$ cat src/rtl/apb_fifo_periph.sv
// APB slave exposing a 32-bit FIFO as CTRL/STATUS/DATA registers, one wait state per transfer.
// Optional feature macro APB_FIFO_IRQ_EN: adds the irq output and stores CTRL.THRESH.
module apb_fifo_periph #(
    parameter int unsigned DEPTH = 8
) (
    input  logic        PCLK,
    input  logic        PRESET,
    input  logic        PSEL,
    input  logic        PENABLE,
    input  logic        PWRITE,
    input  logic [31:0] PADDR,
    input  logic [31:0] PWDATA,
    output logic [31:0] PRDATA,
`ifdef APB_FIFO_IRQ_EN
    output logic        irq,
`endif
    output logic        PREADY
);

    localparam int unsigned CNT_W = $clog2(DEPTH) + 1;
    localparam int unsigned PTR_W = $clog2(DEPTH);

    localparam logic [1:0] A_CTRL   = 2'd0;
    localparam logic [1:0] A_STATUS = 2'd1;
    localparam logic [1:0] A_DATA   = 2'd2;

    typedef enum logic [1:0] {S_IDLE, S_WAIT, S_DONE} state_t;

    state_t             state;
    state_t             state_nxt;
    logic [31:0]        mem [DEPTH];
    logic [PTR_W-1:0]   rd_ptr;
    logic [PTR_W-1:0]   wr_ptr;
    logic [CNT_W-1:0]   count;
    logic               ovf;
    logic               udf;
    logic               empty;
    logic               full;
    logic               irq_bit;
    logic [3:0]         thresh;
    logic [31:0]        status;

    logic               push;
    logic               pop;
    logic               ctrl_wr;
    logic               rd_load;
    logic               pready_nxt;
    logic [31:0]        rdata_nxt;

    logic               unused;
    assign unused = ^{PADDR[31:4], PADDR[1:0]};

    assign empty  = (count == '0);
    assign full   = (count == CNT_W'(DEPTH));
    assign status = {16'h0, 8'(count), 3'b000, irq_bit, udf, ovf, full, empty};

    // State register
    always_ff @(posedge PCLK or posedge PRESET) begin
        if (PRESET) state <= S_IDLE;
        else        state <= state_nxt;
    end

    // Next state: a transfer is picked up at its setup phase and aborted if PSEL drops before DONE
    always_comb begin
        state_nxt = state;
        case (state)
            S_IDLE:  if (PSEL) state_nxt = S_WAIT;
            S_WAIT: begin
                if (!PSEL)        state_nxt = S_IDLE;
                else if (PENABLE) state_nxt = S_DONE;
            end
            S_DONE:  state_nxt = S_IDLE;
            default: state_nxt = S_IDLE;
        endcase
    end

    // Register actions fire only on the WAIT->DONE edge, so a held PENABLE never repeats them
    always_comb begin
        push       = 1'b0;
        pop        = 1'b0;
        ctrl_wr    = 1'b0;
        rd_load    = 1'b0;
        rdata_nxt  = '0;
        pready_nxt = (state_nxt == S_DONE);
        if (state == S_WAIT && state_nxt == S_DONE) begin
            if (PWRITE) begin
                push    = (PADDR[3:2] == A_DATA);
                ctrl_wr = (PADDR[3:2] == A_CTRL);
            end else begin
                rd_load = 1'b1;
                case (PADDR[3:2])
                    A_CTRL:   rdata_nxt = {20'h0, thresh, 8'h0};
                    A_STATUS: rdata_nxt = status;
                    A_DATA: begin
                        pop       = 1'b1;
                        rdata_nxt = empty ? 32'h0 : mem[rd_ptr];
                    end
                    default:  rdata_nxt = '0;
                endcase
            end
        end
    end

    always_ff @(posedge PCLK or posedge PRESET) begin
        if (PRESET) begin
            PREADY <= 1'b0;
            PRDATA <= '0;
            rd_ptr <= '0;
            wr_ptr <= '0;
            count  <= '0;
            ovf    <= 1'b0;
            udf    <= 1'b0;
        end else begin
            PREADY <= pready_nxt;
            if (rd_load) PRDATA <= rdata_nxt;
            if (push) begin
                if (full) begin
                    ovf <= 1'b1;
                end else begin
                    wr_ptr <= wr_ptr + PTR_W'(1);
                    count  <= count + CNT_W'(1);
                end
            end
            if (pop) begin
                if (empty) begin
                    udf <= 1'b1;
                end else begin
                    rd_ptr <= rd_ptr + PTR_W'(1);
                    count  <= count - CNT_W'(1);
                end
            end
            if (ctrl_wr) begin
                if (PWDATA[0]) begin
                    rd_ptr <= '0;
                    wr_ptr <= '0;
                    count  <= '0;
                end
                if (PWDATA[1]) begin
                    ovf <= 1'b0;
                    udf <= 1'b0;
                end
            end
        end
    end

    // Storage has no reset; contents are meaningless once the pointers are cleared
    always_ff @(posedge PCLK) begin
        if (push && !full) mem[wr_ptr] <= PWDATA;
    end

`ifdef APB_FIFO_IRQ_EN
    always_ff @(posedge PCLK or posedge PRESET) begin
        if (PRESET) begin
            thresh <= 4'h0;
            irq    <= 1'b0;
        end else begin
            if (ctrl_wr) thresh <= PWDATA[11:8];
            irq <= (thresh != 4'h0) && (32'(count) >= 32'(thresh));
        end
    end
    assign irq_bit = irq;
`else
    assign thresh  = 4'h0;
    assign irq_bit = 1'b0;
`endif

endmodule

$ cat config.mk
export PLATFORM = sky130hd
export DESIGN_NAME = apb_fifo_periph
export DESIGN_NICKNAME = d
export VERILOG_FILES = /design/src/rtl/apb_fifo_periph.sv
export SDC_FILE = /design/constraint.sdc
export NUM_CORES = 1
export LEC_CHECK = 0
export CAP_MARGIN = 5
export CORE_UTILIZATION = 52
export CTS_BUF_LIST = sky130_fd_sc_hd__clkbuf_4
export DETAILED_ROUTE_END_ITERATION = 8
export GPL_TIMING_DRIVEN = 0
export PLACE_DENSITY = 0.8
export SLEW_MARGIN = 20
export SYNTH_ARGS = -nofsm -noshare
export SYNTH_HDL_FRONTEND = slang
export SYNTH_SLANG_ARGS = --single-unit
$ cat constraint.sdc
create_clock -name PCLK -period 6.3 [get_ports PCLK]
set_input_delay 0.945 -clock PCLK [delete_from_list [all_inputs] [get_ports PCLK]]
set_output_delay 0.945 -clock PCLK [all_outputs]
set_load 0.005 [all_outputs]
# Yosys cells after proc, flatten, opt, wreduce, memory -nomap -nowiden

Memory sizes are Yosys's and may differ from the RTL's.
Index checks and enable logic that the tools add are counted.

Latch bits: 0
Output and inout port bits: 33
Logic and storage cells: 65
Memory bits (read-only): 0
Memories: 1
Bits in writable memories: 256
Register bits after elaboration: 47

Memory list:

| name | depth | width | rd ports | clocked after memory_dff | write ports | RTL line | source |
|---|---|---|---|---|---|---|---|
| mem  | 8     | 32    | 1        | 0                        | 1           | 31       | `logic [31:0] mem [DEPTH];` |

Equality and inequality tests: 5
$add $sub $neg: 4
Multiplexer cells: 41
Bitwise logic cells: 0
Reduce and logical (&&, ||, !) cells: 6
Div/mod/pow operators: 0
Shift-type cells: 0
Order comparisons: 0
$mul: 0

Operators with widths:

| cell                | count |
|---|---|
| $mux 32             | 3 |
| $pmux 32 s2         | 1 |
| $mux 3              | 8 |
| $mux 4              | 6 |
| $mux 1              | 19 |
| $add 3x1->3 const B | 2 |
| $mux 2              | 3 |
| $add 4x1->4 const B | 1 |
| $eq 2x1->1 const B  | 2 |
| $eq 2x2->1 const B  | 2 |
| $eq 4x4->1 const B  | 1 |
| $logic_not 2->1     | 2 |
| $logic_not 4->1     | 1 |
| $pmux 2 s2          | 1 |
| $sub 4x1->4 const B | 1 |
| $logic_and 1x1->1   | 2 |
| $logic_not 1->1     | 1 |

# Logic depth before layout (Yosys ltp)

Gate-level depths: netlist of the first run.

Depth after elaboration: 11
Depth in mapped cells: 7
Depth with buffers taken out: 6

# Worst setup path after synthesis of the first run

No wires, ideal clock.

Path type: input to register
Start point: in PADDR[2]
End point: mem mem[0][0] (enable)
Path slack: 1.272 ns
Required time: 5.799 ns
Setup time: 0.501 ns
Stages on the path: 4
Data arrival time: 4.527 ns
Path through: inv_1 > ha_1 > nand4_4 > nor4_1

Word-level cells in the longest chain between the ends: 6

RTL lines:

| element                      | RTL line | source |
|---|---|---|
| start, declared              | 11       | `input logic [31:0] PADDR,` |
| $eq 2x2->1                   | 87       | `push = (PADDR[3:2] == A_DATA);` |
| $mux 1                       | 86       | `if (PWRITE) begin` |
| $mux 1                       | 85       | `if (state == S_WAIT && state_nxt == S_DONE) begin` |
| $logic_and 1x1->1            | 148      | `if (push && !full) mem[wr_ptr] <= PWDATA;` |
| $mux 1                       | 148      |  |
| $mux 1 (not written as such) | 148      |  |
| end, declared                | 31       |  |

No other way between the ends.

# Worst setup path after layout of the first run

Start point: in PADDR[2]
End point: mem mem[2][4] (enable)

The elaborated chain is that of the path after synthesis.

==> results of run 1 <==
==> placed cells by master, fill, tap and decap left out, drive strengths merged, types with 10 or more instances in the layout <==
master and instances:
nand2 51, clkinv 14, nor2 10, clkdlybuf4s50 71, mux2i 35, mux4 64
dfrtp 47, buf 56, edfxtp 256, o21ai 28, clkbuf 123, inv 11
==> sequential cells by signal, summed over array words and instances (netlist names) <==
name	flops
wr_ptr	3
PRDATA	32
ovf	1
mem	256
count	4
rd_ptr	3
udf	1
PREADY	1
state	2
==> cell usage after synthesis (all sizes together) (2+ instances only) <==
master  number  share of area, %
inv          9              0.29
edfxtp     256                65
ha           7              0.74
and4         3              0.22
buf         27               1.7
nand4        5              0.39
mux2i       35               3.0
nor2        10              0.32
nand2b       3              0.16
nor3         5              0.21
nand2       51               1.7
mux4        64                12
clkbuf       5              0.16
a21oi        3              0.13
and4b        2              0.18
o21ai       28               1.2
dfrtp       47               9.9
o221ai       8              0.96
a31oi        3              0.16
nor3b        2              0.22
and2         2              0.11
a211oi       2              0.17
==> where the power goes <==
group	leakage, µW	switching (µW)	internal [µW]	total [µW]
logic	0.00136	289	338	627
registers	0.00294	42.0	2210	2250
clock network	0.000628	784	979	1760
==> worst max-delay path, delay by kind of cell <==
family,cells,cell delay (ps)
adder cells (fa/ha/maj),1,310
buffers and inverters,5,1270
AND/OR/NAND/NOR,3,1140
==> cells by family after synthesis <==
family | Yosys count | share of synthesized area (%)
xor+xnor | 2 | 0.148
mux | 99 | 15.1
compound gates | 49 | 2.95
simple gates | 90 | 3.98
flops | 303 | 74.9
buf+inv | 41 | 2.19
fa+ha+maj | 7 | 0.740
==> area by class of cell <==
type | instances | share of cell area, %
clock inverters | 20 | 1.17
well taps | 280 | 2.44
inverters | 9 | 0.253
diodes | 1 | 0.0175
repair buffers | 100 | 7.25
plain buffers | 32 | 1.57
flip-flops and latches | 303 | 61.8
clock buffers | 118 | 6.18
multi-input cells | 247 | 19.3
==> worst paths after layout <==
check                              start         end  slack, ps  cells after the start
worst max-delay path            PADDR[2]   mem[2][4]       2990                      9
worst min-delay path            state[1]    state[0]        440                      1
worst max register to register  count[0]  mem[5][10]       3320                      8
worst min register to register  state[1]    state[0]        440                      1
max in group asynchronous         PRESET   PRDATA[6]       5090                      2
min in group asynchronous         PRESET  PRDATA[17]        710                      2
==> through the flow <==
step           power (µW)  setup slack, ps
6_report             4640             2990
5_1_grt              4830             2880
4_1_cts              4670             3030
3_5_place_dp         2920             2310
3_3_place_gp         2890            -2610
2_1_floorplan        2730             1270
==> metal layers <==
layer  wire [µm]  global-route usage [%]  up-vias
li1            -                       -     2794
met1       10000                    29.3     3315
met2       13100                    38.1      323
met3        1840                    5.47       57
met4         714                    11.4        0
met5           0                       0        -
==> results.md, run 1 <==
- Ys flop type: edfxtp_1
- Max incr delay on CP: approximately 620 ps
- Initial antenna violation count: 1
- Fin area: 14300 µm²
- DR iter-0 viols: around 600
- Die Wd: 153 µm
- Die H: 153 µm
- Worst hold slack: between 400 and 500 ps
- Top cell by count, worst path: buf_4
- Vias in the first global route: 6925
- Max-slew headroom: 45.8%
- Final setup fails: 0
- Area of the multi-input gates: between 2000 and 3000 µm²
- RePlAce Congestion: roughly 0.83
- Nets: 844
- Drt first pass iters: 5
- Async SR Flop Fraction: roughly 16%
- Row count: 54
- Synth Cell Area: approximately 12000 µm²
- Hold_buf cts: 0
- Lkg Pwr: 0.00492 µW
- Yosys reg bits: between 300 and 400
- Synthesized instance count: roughly 600
- Detailed Place HPWL: 16.1 mm
- Final hold violation count: 0
- Global-route wire length before repair: slightly below 40 mm
- Crit. End Element: flip-flop
- Max clock buf depth: 3
- Via density: roughly 5.8
- Register area share after synthesis: 74.9%
- Root Buffer: clkbuf_4
- Final worst path period share: 52.6%
- Worst Setup Start Kind: input port
- Post-synth net total: 667
- Max-slew violations: 0
- Placed instance count: 971
- Post_cts resized: 0
- Fin util: 64.9%
- Max Freq: between 0.3 and 0.4 GHz
- I/O Pins: 102
- Area Overhead vs Synth: 21.1%
- RSZ-0062 raised after global routing: no
- Fin cells: 1110
- Hold crit path type: flip-flop to flip-flop
- Routed Wire Length: 25.6 mm
- Critical path's slowest cell: nor3_2
- Worst Path Max Fanout: 10
- Remaining DRCs: 0
- Minimum clock period: 3310 ps
- DRT antenna net count: 0
- CTS tree: built
- Worst path required time: 6670 ps
- Synth cell types: 46
- Vias post-DR: around 6500
- Actual slew at the worst max-slew pin: 808 ps
- Gr ovfl total: 0
- Die ar.: 23400 µm²
- Register Area: 8860 µm²
- CP cell instances: clkdlybuf4s50_1, inv_1, ha_1, and2_1, buf_4, nand4_1, nor3_2, buf_4, buf_4
- Inserted Clock Buffers: 75
- Post-CTS setup repair buffer count: 0
- Initial core utilization: 53.6%
- Wire length per cell: 23.1 µm
- Crit Path Class: input port to flip-flop
- Port Buf Inserts: 71
- Number of fill cells: 1379
- Clock Sinks: 303
- Share of cells above drive strength 1: between 30 and 40%
- Post-synth EDFFs: about 260
- DP Area: 13300 µm²
- GR Util All Layers: 23.2%
- CP arrival: approximately 3700 ps
- Clk Latency, worst-skew pair: ~700 ps
- Max Cap Viol: 0
- CTS H-tree depth: 3
- Yosys warns: 0
- Core Box Area: 22100 µm²
- Status: finished, final reports clean
- Largest net degree at the start of global routing: 48
- Setup TNS Final: 0 ps
- Pwr dens: 324 nW/µm²
- Post-Route Skew: 47.2 ps
- Mean Syn Cell Area: 20.0 µm²
- Peak VDD IR: 162 µV
- Clock slew at reported path FFs: approximately 60 ps
Power figures use the tool's default switching activity.
==> run 2, diff against run 1 <==
--- a/config.mk
+++ b/config.mk
@@ -10,7 +10,7 @@
 export CTS_BUF_LIST = sky130_fd_sc_hd__clkbuf_4
 export DETAILED_ROUTE_END_ITERATION = 8
 export GPL_TIMING_DRIVEN = 0
-export PLACE_DENSITY = 0.8
+export PLACE_DENSITY = 0.83
 export SLEW_MARGIN = 20
 export SYNTH_ARGS = -nofsm -noshare
 export SYNTH_HDL_FRONTEND = slang
==> constraint.sdc (replaced) <==
create_clock -name PCLK -period 2.75 [get_ports PCLK]
set_input_delay 0.4125 -clock PCLK [delete_from_list [all_inputs] [get_ports PCLK]]
set_output_delay 0.4125 -clock PCLK [all_outputs]
set_load 0.005 [all_outputs]
==> run 2 against run 1 <==
  * Global-route usage fell by 0.61 points
  * Clock power is 120% higher
  * Hold slack worse by 250 ps
  * Setup slack worse by 2800 ps
  * Clock skew down 3.4 ps
==> results.md, run 2 (synthesis results as in run 1) <==
- Clock Sinks: 303 (unchanged)
- Share of cells above drive strength 1: 32.1% (-0.40 points)
- Drt first pass iters: 5 (unchanged)
- CTS tree: built
- Inserted Clock Buffers: 76 (+1.3%)
- CP arrival: 2960 ps (-730 ps)
- Die ar.: 23400 µm² (unchanged)
- Status: finished, final reports clean
- Remaining DRCs: 0 (unchanged)
- Worst hold slack: 187 ps (-251 ps)
- Most frequent cells in the layout: edfxtp_1 (256), clkbuf_4 (115), clkdlybuf4s50_1 (71)
- Switch share: 23.8% (-0.19 points)
- Critical path's slowest cell: nor3_4
- Area of the multi-input gates: 2800 µm² (+1.2%)
- Vias in the first global route: 6866 (-0.85%)
- Number of fill cells: 1415 (+2.6%)
- Minimum clock period: ~2600 ps
- Area Overhead vs Synth: 21.5%
- Top Registers: mem (256), PRDATA (32), count (4)
- Dpl ws: -638 ps (-2950 ps)
- CTS H-tree depth: 3 (unchanged)
- Worst Path Max Fanout: 13 (+3)
- Clk pwr share: 36.6% (-1.4 points)
- Port Buf Inserts: 71 (unchanged)
- Max-slew violations: 0 (unchanged)
- Largest net degree at the start of global routing: 48 (unchanged)
- Vias post-DR: 6434 (-0.85%)
- Internal power: 7940 µW (+130%)
- Final hold violation count: 0 (unchanged)
- PnR worst setup slack: 158 ps (-2830 ps)
- Most common cell after layout, fill and taps aside: edfxtp_1
- Register Area: 8860 µm² (unchanged)
- Max clock buf depth: 3 (unchanged)
- Max reg flops: 256 (unchanged)
- CP cell instances: inv_1, ha_1, nand3b_1, nand4_4, nor3_4, buf_6, buf_8
- DR iter-0 viols: 635 (+5.5%)
- Lkg Pwr: 0.00492 µW (about the same)
- Crit Path Class: flip-flop to flip-flop
- Max Freq: 0.386 GHz
- Most flops, register: mem
- Worst path required time: 3110 ps (-3560 ps)
- Combinational share of power: 13.8% (+0.3 points)
- Wire length per cell: 22.7 µm (-1.8%)
- Initial antenna violation count: 1 (unchanged)
- Crit. End Element: flip-flop
- Switch Pwr: 2480 µW (+120%)
- Detailed Place HPWL: 15.9 mm (-1.6%)
- I/O Pins: 102 (unchanged)
- Pwr dens: 725 nW/µm² (+120%)
- Via density: 5.78 (-1.2%)
- Final worst path period share: 94.3%
- Max Cap Viol: 0 (unchanged)
- Fin area: 14400 µm² (+0.30%)
- Fin cells: 1114 (+0.36%)
- Core Box Area: 22100 µm² (unchanged)
- Max incr delay on CP: 540 ps (-80 ps)
- Clock slew at reported path FFs: 60 ps (about the same)
- DRT antenna net count: 0 (unchanged)
- Peak VDD IR: 332 µV (+110%)
- Die H: 153 µm (unchanged)
- Max-slew headroom: 46.4% (+0.54 points)
- Worst setup path start: count[0]
- RSZ-0062 raised after global routing: no
- Clk Latency, worst-skew pair: 680 ps (-20 ps)
- GR Util All Layers: 22.6% (-0.61 points)
- Actual slew at the worst max-slew pin: 805 ps (-3.65 ps)
- Initial core utilization: 53.6% (unchanged)
- Post-Route Skew: 43.8 ps (-3.45 ps)
- Nets: 850 (+0.71%)
- Worst Setup Start Kind: flip-flop
- Placed instance count: 961 (-1.0%)
- DP Area: 13300 µm² (-0.13%)
- Origin of the critical flop-to-flop path: count[0]
- Routed Wire Length: 25.3 mm (-1.5%)
- Final setup fails: 0 (unchanged)
- Die Wd: 153 µm (unchanged)
- RePlAce Congestion: 0.795 (-4.5%)
- Root Buffer: clkbuf_4
- Reg power frac: 49.6% (+1.1 points)
- Hold crit path type: input port to asynchronous set/reset pin
- Gr ovfl total: 0 (unchanged)
- Global-route wire length before repair: 38.6 mm (-2.3%)
- Row count: 54 (unchanged)
-- run 2: final cells by class --
type                    instances  share of cell area [%]
flip-flops and latches        303                    61.6
multi-input cells             247                    19.5
repair buffers                105                    7.66
clock buffers                 115                    6.00
well taps                     280                    2.44
plain buffers                  32                    1.57
clock inverters                22                   0.957
inverters                       9                   0.252
diodes                          1                  0.0174
-- run 2: routing by layer --
| layer | part of all wire, % | vias up | GRT usage, % |
|---|---|---|---|
| met5 | 0 | - | 0 |
| li1 | - | 2813 | - |
| met4 | 2.5 | 0 | 10.8 |
| met1 | 37 | 3246 | 27.6 |
| met3 | 8.9 | 54 | 6.63 |
| met2 | 52 | 321 | 37.2 |
-- run 2: metrics by stage --
step	setup TNS, ps	utilization (%)	power (µW)
2_1_floorplan	-36730	-	6260
3_3_place_gp	-488930	58.6	6630
3_5_place_dp	-65410	60.0	6710
4_1_cts	0	64.9	10500
5_1_grt	0	65.1	10900
6_report	0	65.1	10400
-- run 2: power groups by stage --
stage / sequential (µW) / combinational, µW / clock (µW)
2_1_floorplan: 5240 / 1020 / 0
3_3_place_gp: 5250 / 1380 / 0
3_5_place_dp: 5260 / 1450 / 0
4_1_cts: 5160 / 1460 / 3920
5_1_grt: 5170 / 1550 / 4150
6_report: 5170 / 1440 / 3820
-- run 2: critical path, delay by kind of cell, from the launching register on --
kind	cells	cell delay, ps
AND/OR/NAND/NOR	3	990
flip-flops	1	480
adder cells (fa/ha/maj)	1	270
buffers and inverters	3	530
-- run 2: path summary, 6_finish.rpt --
path	endpoint	slack (ps)	cells after the start
hold / removal	state[1]	190	2
max in group asynchronous	PRDATA[26]	2060	2
min in group PCLK	state[0]	310	3
hold reg to reg	state[0]	460	1
setup reg to reg	mem[5][14]	160	7
setup / recovery	mem[5][14]	160	7
-- run 2: what timing repair did --
item                                   in CTS  in global routing
resized for setup                           0                  0
setup endpoints to repair                  64                 20
pin swaps                                   4                  1
buffers inserted                           11                  4
endpoints found under the hold margin       0                  0
hold buffers                                0                  0
==> run 3, diff against run 2 <==
--- a/config.mk
+++ b/config.mk
@@ -6,11 +6,14 @@
 export NUM_CORES = 1
 export LEC_CHECK = 0
 export CAP_MARGIN = 5
-export CORE_UTILIZATION = 52
+export CELL_PAD_IN_SITES_DETAIL_PLACEMENT = 1
+export CELL_PAD_IN_SITES_GLOBAL_PLACEMENT = 1
+export CORE_UTILIZATION = 47
 export CTS_BUF_LIST = sky130_fd_sc_hd__clkbuf_4
 export DETAILED_ROUTE_END_ITERATION = 8
 export GPL_TIMING_DRIVEN = 0
-export PLACE_DENSITY = 0.83
+export HOLD_SLACK_MARGIN = 0.02
+export PLACE_DENSITY = 0.85
 export SLEW_MARGIN = 20
 export SYNTH_ARGS = -nofsm -noshare
 export SYNTH_HDL_FRONTEND = slang
==> run 3 against run 2 <==
  * Largest cell class unchanged
  * Hold slack got worse by 35 ps
  * Sequential power barely moved
  * Die area rose by 10%
  * Utilization fell by 5.6 points
  * First-iteration DRC count fell by 31%
  * Fmax fell by 0.53%
  * Setup slack got worse by 14 ps
  * Global-route usage rose by 0.50 points
  * Cell area rose by 1.4%
  * Count of clock-buffer cells in the layout rose by 8
==> results.md, run 3 (synthesis results as in run 1) <==
- Post-Route Skew: 48.3 ps (+4.56 ps)
- Die Wd: 161 µm (+5.1%)
- DR iter-0 viols: 441 (-31%)
- Final Total Pwr: 10800 µW (+3.2%)
- Row count: 57 (+5.6%)
- Max Freq: 0.384 GHz (-0.53%)
- CTS H-tree depth: 3 (unchanged)
- Initial antenna violation count: 1 (unchanged)
- Max-slew headroom: 39.7% (-6.6 points)
- Global-route wire length before repair: 43.3 mm (+12%)
- Remaining DRCs: 0 (unchanged)
- Gr ovfl total: 0 (unchanged)
- Max-slew violations: 0 (unchanged)
- Routed Wire Length: 28.4 mm (+12%)
- Root Buffer: clkbuf_4
- Max reg flops: 256 (unchanged)
- Clk Latency, worst-skew pair: 680 ps (about the same)
- Crit Path Class: flip-flop to flip-flop
- Worst hold slack: 152 ps (-34.6 ps)
- PnR worst setup slack: 144 ps (-13.7 ps)
- Worst Path Max Fanout: 10 (-3)
- Post_cts resized: 0 (unchanged)
- Most flops, register: mem
- Share of cells above drive strength 1: 32.3% (+0.28 points)
- RSZ-0062 raised after global routing: no
- Minimum clock period: 2610 ps (+13.7 ps)
- Internal power: 8160 µW (+2.8%)
- Inserted Clock Buffers: 79 (+3.9%)
- DRT antenna net count: 0 (unchanged)
- Most frequent cells in the layout: edfxtp_1 (256), clkbuf_4 (123), clkdlybuf4s50_1 (71)
- Vias in the first global route: 7339 (+6.9%)
- Crit. End Element: flip-flop
- Top cell by count, worst path: buf_6
- I/O Pins: 102 (unchanged)
- Status: finished, final reports clean
- Die H: 161 µm (+5.1%)
- Max incr delay on CP: 510 ps (-30 ps)
- Core Box Area: 24500 µm² (+11%)
- Actual slew at the worst max-slew pin: 904 ps (+99.3 ps)
- CP arrival: 2990 ps (+30 ps)
- Lkg Pwr: 0.00496 µW (+0.87%)
- Initial core utilization: 48.3% (-5.3 points)
- Setup TNS Final: 0 ps (unchanged)
- Reg power frac: 48.1% (-1.5 points)
- GR Util All Layers: 23.1% (+0.50 points)
- Switch share: 24.1% (+0.27 points)
- Top Registers: mem (256), PRDATA (32), count (4)
- Combinational share of power: 13.8% (about the same)
- Final setup fails: 0 (unchanged)
- Detailed Place HPWL: 18.4 mm (+16%)
- CTS tree: built
- Hold_buf cts: 0 (unchanged)
- Hold crit path type: input port to asynchronous set/reset pin
- Largest net degree at the start of global routing: 26 (-46%)
- Clk pwr share: 38.1% (+1.5 points)
- Pwr dens: 737 nW/µm² (+1.7%)
- Final hold violation count: 0 (unchanged)
- Final worst path period share: 94.8% (+0.50 points)
- Clock slew at reported path FFs: 70 ps (about the same)
- Nets: 849 (-0.12%)
- Via density: 5.56 (-3.8%)
- Drt first pass iters: 4 (-1)
- CP cell instances: inv_1, ha_1, nand3b_1, nand4_4, nor4_4, buf_4, buf_6, buf_6
- Peak VDD IR: 333 µV (+0.23%)
- Wire length per cell: 24.5 µm (+7.9%)
- Vias post-DR: 6448 (+0.22%)
- Critical path's slowest cell: dfrtp_1
- Dpl ws: -567 ps (+71.1 ps)
- Die ar.: 25800 µm² (+10%)
- Max Cap Viol: 0 (unchanged)
- Port Buf Inserts: 71 (unchanged)
- Clock Sinks: 303 (unchanged)
- Worst path required time: 3130 ps (+20 ps)
- Area Overhead vs Synth: 23.2%
- Most common cell after layout, fill and taps aside: edfxtp_1
- Worst Setup Start Kind: flip-flop
- RePlAce Congestion: 0.799 (+0.45%)
- Max clock buf depth: 3 (unchanged)
- Switch Pwr: 2590 µW (+4.3%)
run 3: cell types whose count changed in the layout (fill, tap and decap cells not counted), sizes merged:
cell	delta
bufinv	+1
inv	-3
clkinv	-1
buf	-4
clkbuf	+8
clkinvlp	+1
run 3: routing by layer:
layer  GRT usage [%]  routed length [µm]  vias to the layer above  share of wire [%]
met4            9.73                 707                        0                2.5
met3            4.36                1540                       52                5.4
met2            39.7               14800                      207                 52
li1                -                   -                     2804                  -
met1            28.7               11300                     3385                 40
met5               0                   0                        -                  0
run 3: per-stage QoR:
stage | utilization, % | instances | cell area [µm²]
after floorplan | - | 591 | 11900
after global placement | 53.0 | 986 | 13000
after detailed placement | 54.6 | 1006 | 13400
after CTS | 59.3 | 1155 | 14600
after global routing | 59.5 | 1160 | 14600
final | 59.5 | 1160 | 14600
run 3: power by group through the flow:
stage | sequential [µW] | combinational [µW] | clock, µW
2_1_floorplan | 5240 | 1020 | 0
4_1_cts | 5170 | 1510 | 4190
3_3_place_gp | 5250 | 1400 | 0
6_report | 5170 | 1480 | 4100
5_1_grt | 5180 | 1610 | 4400
3_5_place_dp | 5270 | 1490 | 0
run 3: cell type report:
type	count	area, µm²
antenna	1	2.50
buffer	32	225
clock buffer	123	923
clock inverter	20	164
fill	2184	9950
inverter	9	33.8
multi-input combinational	247	2800
sequential	303	8860
tap	324	405
timing repair buffer	101	1170
run 3: path summary, 6_finish.rpt:
kind,end,slack (ps),cells past startpoint,startpoint
max in group asynchronous,PRDATA[16],2000,3,PRESET
setup reg to reg,mem[0][14],140,8,count[0]
min in group PCLK,state[0],360,2,PENABLE
setup / recovery,mem[0][14],140,8,count[0]
hold / removal,PRDATA[23],150,2,PRESET
hold reg to reg,state[0],460,1,state[1]
run 3: repair_timing:
| item | CTS | global route |
|---|---|---|
| pin swaps | 4 | 2 |
| setup buffers | 6 | 4 |
| setup endpoints to repair | 68 | 21 |
run 3: critical path: cells and delay by family (launching register included):
family / cells / cell delay, ps
and+or+nand+nor: 3 / 790
buffers and inverters: 4 / 710
DFF: 1 / 510
adders and majority gates: 1 / 280
==> variant 1: new RTL, settings of run 3 <==
Build with the macro `APB_FIFO_IRQ_EN` defined.
--- a/src/rtl/apb_fifo_periph.sv
+++ b/src/rtl/apb_fifo_periph.sv
@@ -1,5 +1,7 @@
 // APB slave exposing a 32-bit FIFO as CTRL/STATUS/DATA registers, one wait state per transfer.
 // Optional feature macro APB_FIFO_IRQ_EN: adds the irq output and stores CTRL.THRESH.
+`define APB_FIFO_IRQ_EN
+
 module apb_fifo_periph #(
     parameter int unsigned DEPTH = 8
 ) (
Formal check against the unedited RTL (old outputs only; new: irq): not equivalent (Yosys sat finds a counterexample within 10 cycles, from zero or initial values and one cycle with PRESET high).
==> variant 1 against run 3 <==
Clock skew is 0.0074 ns higher; combinational power is 25% higher; count of clock-buffer cells in the layout is 3 lower; sequential cell count is 5 higher; final area is 0.49% higher; clock power is 6.6% lower; die area is 1.1% higher; area after synthesis is 1.1% higher; setup slack worse by 0.053 ns; cell count is 0.43% lower; worst hold slack worse by 0.017 ns; wire length is 2.3% higher; total power is 2.8% higher; synthesized cell count is 2.2% lower; critical endpoint is now mem[5][31]; highest routed layer is now met5.
==> variant 1: results (changes against run 3) <==
num_vias: 6570  # +1.9%
place_ws_ns: -0.985  # -0.417 ns
slowest_delay_ns: 0.46  # -0.05 ns
synthTopCellsByCount: "edfxtp_1 (256), mux4_2 (64), dfrtp_1 (52)"
finalClockSkew_ns: 0.0557  # +0.00739 ns
swShare: 0.255  # +0.0136
antenna_found_initial: 2  # +1
drt_iter0_markers: 625  # +42%
fin_total_pwr_mw: 11.1  # +2.8%
p_leak_nw: 5.09  # +2.4%
synthMuxAreaShare: 0.160  # +0.00915
gp_congestion: 0.798  # -0.11%
min_path_type: "in -> reg"
cp.arrival_ns: 3.03  # +0.04 ns
grtUsageTotal: 0.235  # +0.00440
synth-async-reset-ratio: 0.169  # +0.0137
synth_adder_area_share: 0.00941  # +0.00201
via_per_inst: 5.69  # +2.3%
ys_seq_area_frac: 0.751  # +0.00247
hpwlAfterDp_mm: 18.8  # +2.0%
totalWireLength_mm: 29.0  # +2.3%
slew_headroom: 0.416  # +0.0184
dp_cells: 1000  # -0.60%
postSynthCellCount: 578  # -2.2%
grt_pass1_vias: 7273  # -0.90%
grt_first_pass_wirelength_mm: 44.0  # +1.5%
synth_area_leaders: "edfxtp_1 (64%), mux4_2 (12%), dfrtp_1 (11%)"
status: "complete, no violations"
path_max_fanout: 7  # -3
drive_above_1_share: 0.352  # +0.0286
vdd_drop_max_uv: 622  # +87%
synth_compound_area_frac: 0.0328  # +0.00334
cts_made_buffers: 78  # -1.3%
synth_cell_types: 40  # -13%
variant 1: cell types whose count changed in the layout (fill, tap and decap cells not counted), moves of 6 or more:
cell	run 3	this run
nor3_1	1	7
nand2_1	50	10
a22o_1	0	23
mux2_2	0	31
a221o_1	0	9
mux2i_1	35	13
o21ai_1	24	0
clkbuf_1	5	12
o221ai_2	7	0
variant 1: area by class of cell:
type	count	area [um^2]
fill	2235	10500
sequential	308	8990
multi-input combinational	231	2900
timing repair buffer	104	1160
clock buffer	120	901
tap	330	413
buffer	29	145
clock inverter	22	100
inverter	10	40.0
antenna	1	2.50
variant 1: cells by family after synthesis:
kind of cell	Yosys count
AND/OR/NAND/NOR	65
multiplexers	108
adder cells (fa/ha/maj)	9
buffers and inverters	39
XOR/XNOR	2
flip-flops	308
AO/OA/AOI/OAI	47
variant 1: what timing repair did:
| item | 4_1_cts | 5_1_grt |
|---|---|---|
| endpoints found under the setup margin | 163 | 44 |
| cloned | 0 | 0 |
| buffers inserted | 9 | 2 |
| hold endpoints to repair | 1 | 0 |
| hold buffers | 1 | 0 |
| pin swaps | 8 | 1 |
| gates resized for setup | 3 | 1 |
variant 1: path summary, 6_finish.rpt:
| check | start | end | slack, ns | cells after the start |
|---|---|---|---|---|
| max | count[1] | mem[5][31] | 0.09 | 9 |
| min | PADDR[2] | PRDATA[0] | 0.13 | 3 |
| max reg2reg | count[1] | mem[5][31] | 0.09 | 9 |
| min reg2reg | state[0] | state[0] | 0.48 | 1 |
| max in group asynchronous | PRESET | PRDATA[12] | 1.73 | 4 |
| min in group asynchronous | PRESET | state[0] | 0.50 | 3 |
variant 1: per-layer routing:
metal,part of all wire,vias to the layer above,track usage
met4,0.024,2,0.0862
met1,0.39,3444,0.288
met5,0.00045,-,0
li1,-,2808,-
met2,0.52,253,0.404
met3,0.061,63,0.0609
==> variant 2: new RTL, settings of run 3 <==
Made on the original files. Re-encode `state_t` (3 states) as one-hot, 3 bits wide.
--- a/src/rtl/apb_fifo_periph.sv
+++ b/src/rtl/apb_fifo_periph.sv
@@ -24,7 +24,7 @@
     localparam logic [1:0] A_STATUS = 2'd1;
     localparam logic [1:0] A_DATA   = 2'd2;
 
-    typedef enum logic [1:0] {S_IDLE, S_WAIT, S_DONE} state_t;
+    typedef enum logic [2:0] {S_IDLE = 3'b001, S_WAIT = 3'b010, S_DONE = 3'b100} state_t;
 
     state_t             state;
     state_t             state_nxt;
Function: same outputs for any inputs over 4 cycles, from zero or initial values and one cycle with PRESET high; so few cycles prove little.
==> variant 2 against run 3 <==
Final area decreased by 0.51%; synthesized cell count decreased by 4.2%; total power decreased by 7.0%; sequential cell count increased by 1; combinational power decreased by 35%; via count increased by 0.23%; wire length decreased by 0.12%; area after synthesis decreased by 0.38%; setup slack got worse by 0.0023 ns; cell count decreased by 2.0%; critical path type unchanged; largest power group unchanged.
==> variant 2: results (changes against run 3) <==
grt_max_degree: 49  # +88%
totalWireLength_mm: 28.3  # -0.12%
synth_area_leaders: "edfxtp_1 (65%), mux4_2 (12%), dfrtp_1 (10%)"
synth_cell_types: 45  # -2.2%
cts_made_buffers: 76  # -3.8%
place_ws_ns: -1.04  # -0.468 ns
slowest_delay_ns: 0.66  # +0.15 ns
slew_headroom: 0.461  # +0.0632
antennaDiodeCount: 0  # -1
drt_iter0_markers: 504  # +14%
ys_seq_area_frac: 0.754  # +0.00509
hpwlAfterDp_mm: 18.7  # +1.4%
hold_ws_ns: 0.133  # -0.0193 ns
fmax_mhz: 383  # about the same
r2r-end: "PRDATA[14]"
final_nets: 832  # -2.0%
grt_pass1_vias: 7203  # -1.9%
syn_nets: 642  # -3.7%
path_max_fanout: 10  # unchanged
whs_path_depth: 2
grt_first_pass_wirelength_mm: 43.2  # -0.33%
finalClockSkew_ns: 0.0256  # -0.0227 ns
cp.arrival_ns: 3.15  # +0.16 ns
status: "complete, no violations"
gp_congestion: 0.789  # -1.2%
min_path_type: "in -> reg"
fillers: 2143  # -1.9%
synth-async-reset-ratio: 0.158  # +0.00278
worstRegToRegCells: 5  # -3
grtUsageTotal: 0.231  # about the same
synthTopCellsByCount: "edfxtp_1 (256), mux4_2 (64), dfrtp_1 (47)"
vdd_drop_max_uv: 506  # +52%
p_leak_nw: 4.97  # about the same
drive_above_1_share: 0.355  # +0.0321
antenna_found_initial: 0  # -1
num_vias: 6463  # +0.23%
portBuffers: 70  # -1.4%
crit_slowest_cell: "clkbuf_1"
variant 2: cell count changes in the layout (fill, tap and decap cells not counted), sizes merged, moves of 3 or more:
cell / run 3 / this run
nor3: 5 / 9
o221ai: 8 / 0
mux2: 0 / 31
nand3: 1 / 10
a22o: 0 / 23
nand2b: 3 / 0
mux2i: 35 / 3
nand2: 51 / 5
clkbuf: 128 / 133
inv: 9 / 12
a221o: 0 / 8
o21ai: 28 / 1
xor2: 1 / 4
a21boi: 0 / 3
variant 2: final cells by class:
cell class | count | share of cell area
plain buffers | 32 | 0.0102
clock buffers | 115 | 0.0595
clock inverters | 20 | 0.00948
inverters | 9 | 0.00250
multi-input cells | 221 | 0.195
flip-flops and latches | 304 | 0.613
well taps | 324 | 0.0279
repair buffers | 112 | 0.0828
variant 2: kinds of logic after synthesis:
| logic type | share of synthesized area |
|---|---|
| flops | 0.754 |
| fa+ha+maj | 0.00743 |
| simple gates | 0.0316 |
| buf+inv | 0.0154 |
| mux | 0.154 |
| compound gates | 0.0331 |
| xor+xnor | 0.00446 |
variant 2: worst max-delay path, delay by kind of cell, from the launching register on:
kind / cells / cell delay [ns]
compound gates: 1 / 0.21
mux: 2 / 0.70
buf+inv: 2 / 1.18
flops: 1 / 0.39
variant 2: metrics by stage:
stage	cells	setup TNS (ns)	instance area, um^2
4_1_cts	1135	0	14500
2_1_floorplan	566	-24.75	11900
3_5_place_dp	986	-118.84	13400
5_1_grt	1137	0	14500
6_report	1137	0	14500
3_3_place_gp	960	-417.94	13000
variant 2: where the power goes:
part	internal [mW]	leakage (nW)	switching (mW)
clock network	2.10	0.595	1.79
logic	0.521	1.42	0.439
registers	5.07	2.95	0.0818
variant 2: timing repair:
item / in CTS / in global routing
buffers inserted: 14 / 2
resized for setup: 0 / 2
pin swaps: 6 / 1
endpoints found under the setup margin: 144 / 45
variant 2: worst max-delay path by stage:
stage                            end  cells after the start
after floorplan            mem[4][0]                      5
after global placement    mem[4][22]                      6
after detailed placement  mem[4][24]                     10
after CTS                 PRDATA[14]                      5
after global routing      mem[4][25]                     11
final                     PRDATA[14]                      5
variant 2: layer usage:
metal / track usage / wire, um / up-vias
met3: 0.0540 / 1960 / 54
li1: - / - / 2767
met4: 0.0714 / 597 / 0
met5: 0 / 0 / -
met1: 0.297 / 11200 / 3361
met2: 0.391 / 14600 / 281
